## src/rtl/word_serializer_if.sv

```systemverilog
// Load-side handshake and serial-side outputs of word_serializer.
// master = word producer / serial consumer, slave = the serializer.
interface word_serializer_if #(
    parameter int unsigned WIDTH = 8
);
    logic             load_valid;
    logic             load_ready;
    logic [WIDTH-1:0] load_data;
    logic             ser_out;
    logic             ser_valid;
    logic             conv_reset;
    logic             busy;
    logic             done;

    modport master (
        output load_valid, load_data,
        input  load_ready, ser_out, ser_valid, conv_reset, busy, done
    );

    modport slave (
        input  load_valid, load_data,
        output load_ready, ser_out, ser_valid, conv_reset, busy, done
    );
endinterface

```

## src/rtl/word_serializer.sv

```systemverilog
// LSB-first parallel-to-serial converter with a converter-clear pulse before each word.
// Define SER_PREFETCH_EN to add a one-word holding buffer for back-to-back words.
module word_serializer #(
    parameter int unsigned WIDTH = 8
) (
    input  logic              clk,
    input  logic              reset,
    word_serializer_if.slave  bus
);
    localparam int unsigned CW = (WIDTH > 1) ? $clog2(WIDTH) : 1;

    typedef enum logic [1:0] {
        IDLE  = 2'd0,
        CLR   = 2'd1,
        SHIFT = 2'd2,
        DONE  = 2'd3
    } state_t;

    state_t           state, state_n;
    logic [WIDTH-1:0] shreg, shreg_n;
    logic [CW-1:0]    cnt, cnt_n;
    logic             xfer;

`ifdef SER_PREFETCH_EN
    logic [WIDTH-1:0] hold, hold_n;
    logic             hold_full, hold_full_n;

    assign bus.load_ready = !hold_full;
`else
    assign bus.load_ready = (state == IDLE);
`endif

    assign xfer = bus.load_valid && bus.load_ready;

    always_ff @(posedge clk or negedge reset) begin
        if (!reset) begin
            state     <= IDLE;
            shreg     <= '0;
            cnt       <= '0;
`ifdef SER_PREFETCH_EN
            hold      <= '0;
            hold_full <= 1'b0;
`endif
        end else begin
            state     <= state_n;
            shreg     <= shreg_n;
            cnt       <= cnt_n;
`ifdef SER_PREFETCH_EN
            hold      <= hold_n;
            hold_full <= hold_full_n;
`endif
        end
    end

    always_comb begin
        state_n = state;
        shreg_n = shreg;
        cnt_n   = cnt;
`ifdef SER_PREFETCH_EN
        hold_n      = hold;
        hold_full_n = hold_full;
`endif
        unique case (state)
            IDLE: begin
`ifdef SER_PREFETCH_EN
                // A word buffered during the final DONE cycle starts from here.
                if (hold_full) begin
                    state_n     = CLR;
                    shreg_n     = hold;
                    hold_full_n = 1'b0;
                end else
`endif
                if (xfer) begin
                    state_n = CLR;
                    shreg_n = bus.load_data;
                end
            end
            CLR: begin
                state_n = SHIFT;
                cnt_n   = '0;
            end
            SHIFT: begin
                shreg_n = shreg >> 1;
                if (cnt == CW'(WIDTH - 1)) begin
                    state_n = DONE;
                    cnt_n   = '0;
                end else begin
                    cnt_n = cnt + CW'(1);
                end
            end
            DONE: begin
                state_n = IDLE;
`ifdef SER_PREFETCH_EN
                if (hold_full) begin
                    state_n     = CLR;
                    shreg_n     = hold;
                    hold_full_n = 1'b0;
                end
`endif
            end
            default: state_n = IDLE;
        endcase
`ifdef SER_PREFETCH_EN
        // Ready implies an empty buffer, so this never collides with a drain above.
        if (xfer && state != IDLE) begin
            hold_n      = bus.load_data;
            hold_full_n = 1'b1;
        end
`endif
    end

    assign bus.ser_valid  = (state == SHIFT);
    assign bus.ser_out    = (state == SHIFT) && shreg[0];
    assign bus.conv_reset = (state == CLR);
    assign bus.done       = (state == DONE);
    assign bus.busy       = (state != IDLE);
endmodule
```

## src/flat_wrapper.sv

```systemverilog
// flat-port wrapper written by rule: the top's interface ports become plain ports
module word_serializer_flat 
#(
    parameter int unsigned WIDTH = 8
)
  (clk, reset, bus_load_valid, bus_load_data, bus_load_ready, bus_ser_out, bus_ser_valid, bus_conv_reset, bus_busy, bus_done);
  word_serializer_if #(.WIDTH(WIDTH)) bus_i ();
  input  logic clk;
  input  logic reset;
  input wire logic [$bits(bus_i.load_valid)-1:0] bus_load_valid;
  input wire logic [$bits(bus_i.load_data)-1:0] bus_load_data;
  output wire logic [$bits(bus_i.load_ready)-1:0] bus_load_ready;
  output wire logic [$bits(bus_i.ser_out)-1:0] bus_ser_out;
  output wire logic [$bits(bus_i.ser_valid)-1:0] bus_ser_valid;
  output wire logic [$bits(bus_i.conv_reset)-1:0] bus_conv_reset;
  output wire logic [$bits(bus_i.busy)-1:0] bus_busy;
  output wire logic [$bits(bus_i.done)-1:0] bus_done;
  assign bus_i.load_valid = bus_load_valid;
  assign bus_i.load_data = bus_load_data;
  assign bus_load_ready = bus_i.load_ready;
  assign bus_ser_out = bus_i.ser_out;
  assign bus_ser_valid = bus_i.ser_valid;
  assign bus_conv_reset = bus_i.conv_reset;
  assign bus_busy = bus_i.busy;
  assign bus_done = bus_i.done;
  word_serializer #(.WIDTH(WIDTH)) u_core (.clk(clk), .reset(reset), .bus(bus_i));
endmodule
```

## config.mk

```make
export PLATFORM = sky130hd
export DESIGN_NAME = word_serializer_flat
export DESIGN_NICKNAME = d
export VERILOG_FILES = /design/src/rtl/word_serializer_if.sv /design/src/rtl/word_serializer.sv /design/src/flat_wrapper.sv
export SDC_FILE = /design/constraint.sdc
export NUM_CORES = 1
export LEC_CHECK = 0
export ABC_CLOCK_PERIOD_IN_PS = 2100
export CAP_MARGIN = 10
export CORE_MARGIN = 1.5
export CORE_UTILIZATION = 48
export CTS_CLUSTER_DIAMETER = 200
export CTS_CLUSTER_SIZE = 12
export DETAILED_ROUTE_END_ITERATION = 12
export PLACE_DENSITY = 0.8
export SYNTH_ARGS = -nofsm -noshare
export SYNTH_HDL_FRONTEND = slang
export SYNTH_SLANG_ARGS = --single-unit
export TNS_END_PERCENT = 5
```

## constraint.sdc

```tcl
create_clock -name clk -period 2.1 [get_ports clk]
set_clock_uncertainty 0.2 [all_clocks]
set_input_delay 0.42 -clock clk [delete_from_list [all_inputs] [get_ports clk]]
set_output_delay 0.42 -clock clk [all_outputs]
set_load 0.05 [all_outputs]
```

==> reports/results.ini, run 1 <==
[run_status]
run_status = complete, no violations

[critical_path]
start_kind = register
r2r_cells = 6
r2r-end = u_core.state[1]$_DFFE_PN0P_
crit_end = bus_busy
cp.required_ps = 1480
cp-end-kind = output pin
worstPathMaxFanout = 10
startpoint = u_core.state[1]$_DFFE_PN0P_
arrival_ps = 1360
critPathKind = reg2out
worst_r2r_startpoint = u_core.state[0]$_DFFE_PN0P_
r2r_slack_ps = 290

[pwr]
ir_drop_uv = 1190
fin_total_pwr_uw = 1800
p_per_area_nw_per_um2 = 1700
leakagePower_uw = 0.000475

[grt]
grt-ovfl-total = 0
antenna_found_initial = 0
grt_pass1_vias = 629
grt_max_degree = 14
grt_pass1_wl_um = 2650
grt_usage = 0.196

[timing]
slew_viol_final = 0
period_minus_slack_ps = 1980
finalSetupViolCount = 0
period_share = 0.943
setup_tns_ps = 0
max_freq_mhz = 505
rsz0062_at_grt = no
tightest_slew_ps = 604
slew_headroom = 0.596
hold_viol = 0

[drt]
dr.pass1.iters = 4
vias = 630
viasPerCell = 5.58
drt_iter0_drc = 11
post_drt_wl_per_cell_um = 14.6
drc_errors = 0
wl_um = 1660
ant_nets = 0

[placement]
place_congestion = 0.708
dp.cells = 106
portBuffers = 16
hpwlAfterDp_um = 1190

[run]
drv_cap = 0

[floorplanning]
start_util = 0.511
die_h_um = 43.0
core_area_sq_um = 1510
die_x_um = 43.0
die-area_sq_um = 1850
fp-row-count = 14
ioPinCount = 17

[min_path]
min_path_type = in2async

[clocking]
cts_tree = done
cts_buffer_depth = 2
cts_hold_buf = 0
cts.sinks = 13
clkSlewWorstSetupHoldPaths_ps = 90
worst_skew_pair.late_latency_ps = 280
htree_levels = 1
cts_buffers = 3
clockRootBuffer = clkbuf_4

[finish]
drive_above_1_share = 0.237
antenna_cells = 0
areaGrowthSynthToFinish_pct = 37.6
fill_cells = 103
nNetsFinal = 116
stdcell_count = 113

[yosys]
yosysTopAreaCellShare = 0.423
syn-instance-count = 76
synth_edf_count = 0
yosys-top-cells-area = dfrtp_1 (42%), ha_1 (11%), nand3_1 (8.5%)
synth_common_cells = dfrtp_1 (13), nand3_1 (13), ha_1 (7), o21ai_0 (7), inv_1 (6)
synthFlopType = dfrtp_1
synth-seq-cells = 13
syn_nets = 94
syn-cell-area_sq_um = 769
yosysTopAreaCell = dfrtp_1
synth_warnings = 0
synth-seq-area-share = 0.423
ys_async_sr_fraction = 1.00
yosysUniqueCellTypes = 23
synth_area_per_cell_sq_um = 10.1

report_power, final:
part,switching (uW),internal [uW]
clock,94.7,70.8
combinational,608,577
sequential,82.3,364
total,786,1010
metrics by stage:
| stage | hold WS [ps] | utilization | worst slack, ps | instance area [sq um] |
|---|---|---|---|---|
| global placement | 307 | 0.654 | 186 | 986 |
| finish | 307 | 0.703 | 120 | 1060 |
| floorplan | -75.6 | - | -81.1 | 773 |
| global route | 352 | 0.703 | 42.6 | 1060 |
| detailed placement | 316 | 0.654 | 163 | 986 |
| CTS | 319 | 0.681 | -20.5 | 1030 |
placed cells by master, fill, tap and decap left out:
cell type        Yosys  routed
nand3b_1             2       2
buf_4                0       7
o21ai_1              2       2
mux2_4               1       1
buf_12               0       5
nand4b_1             5       5
and2b_1              1       1
nand2b_1             1       1
and3_1               1       1
nor2b_4              1       1
inv_2                0       1
o21ai_0              7       7
nand2_1              2       2
o32a_1               1       1
ha_4                 0       2
ha_1                 7       5
nor2_1               1       1
o22a_1               2       2
dfrtp_1             13      13
inv_1                6       5
nand3_1             13      13
a21oi_1              1       1
clkbuf_4             0       3
clkdlybuf4s50_1      0      10
nor2_2               1       1
and2_2               0       1
o221a_1              2       2
clkinv_2             0       1
logic make-up (layout without fill, tap and decap cells):
family / count (synthesis) / count (layout) / synth area share
compound gates: 15 / 15 / 0.130
fa+ha+maj: 7 / 7 / 0.114
simple gates: 29 / 29 / 0.236
flops: 13 / 13 / 0.423
buf+inv: 11 / 32 / 0.0780
mux: 1 / 1 / 0.0195
final cells by class:
cell class                 instances  area, sq um  share of cell area
sequential                        13          325               0.307
clock inverter                     1         5.00             0.00473
inverter                           6         22.5              0.0213
timing repair buffer              22          253               0.239
clock buffer                       3         22.5              0.0213
multi-input combinational         52          410               0.388
tap                               16         20.0              0.0189
worst min-delay path by stage:
stage                                            from                     endpoint  cells past startpoint
after global placement      u_core.cnt[2]$_DFFE_PN0P_    u_core.cnt[2]$_DFFE_PN0P_                      2
final                                           reset  u_core.shreg[6]$_DFFE_PN0P_                      1
after CTS                                       reset  u_core.shreg[2]$_DFFE_PN0P_                      1
after detailed placement  u_core.shreg[7]$_DFFE_PN0P_  u_core.shreg[7]$_DFFE_PN0P_                      2
after floorplan                                 reset    u_core.cnt[0]$_DFFE_PN0P_                      0
after global routing                            reset  u_core.shreg[6]$_DFFE_PN0P_                      1
layer usage:
layer | wire length (um) | track usage | share of wire | vias to the layer above
met3 | 107 | 0.0638 | 0.065 | 6
met5 | 0 | 0 | 0 | -
met4 | 39 | 0.0727 | 0.024 | 0
met1 | 715 | 0.243 | 0.43 | 293
li1 | - | - | - | 314
met2 | 793 | 0.318 | 0.48 | 17
registers in the layout (all words and copies together) (netlist names):
register and count:
u_core.cnt 3, u_core.state 2, u_core.shreg 8
worst max-delay path, cell delays in order, from the launching register on:
cell     delay (ps)
dfrtp_1         440
inv_1           150
ha_4            220
inv_1           100
buf_12          160
what timing repair did:
action / in CTS / in global routing
setup endpoints to repair: 2 / 2
gates cloned: 0 / 0
gates resized for setup: 2 / 2
setup buffers: 0 / 3
Note: power is estimated with default switching activity, not from simulation.
==> run 2, diff against run 1 <==
ABC_CLOCK_PERIOD_IN_PS = default   (was 2100)
==> results of run 2 <==
Final layout, timing and power as in run 1 (identical DEF).
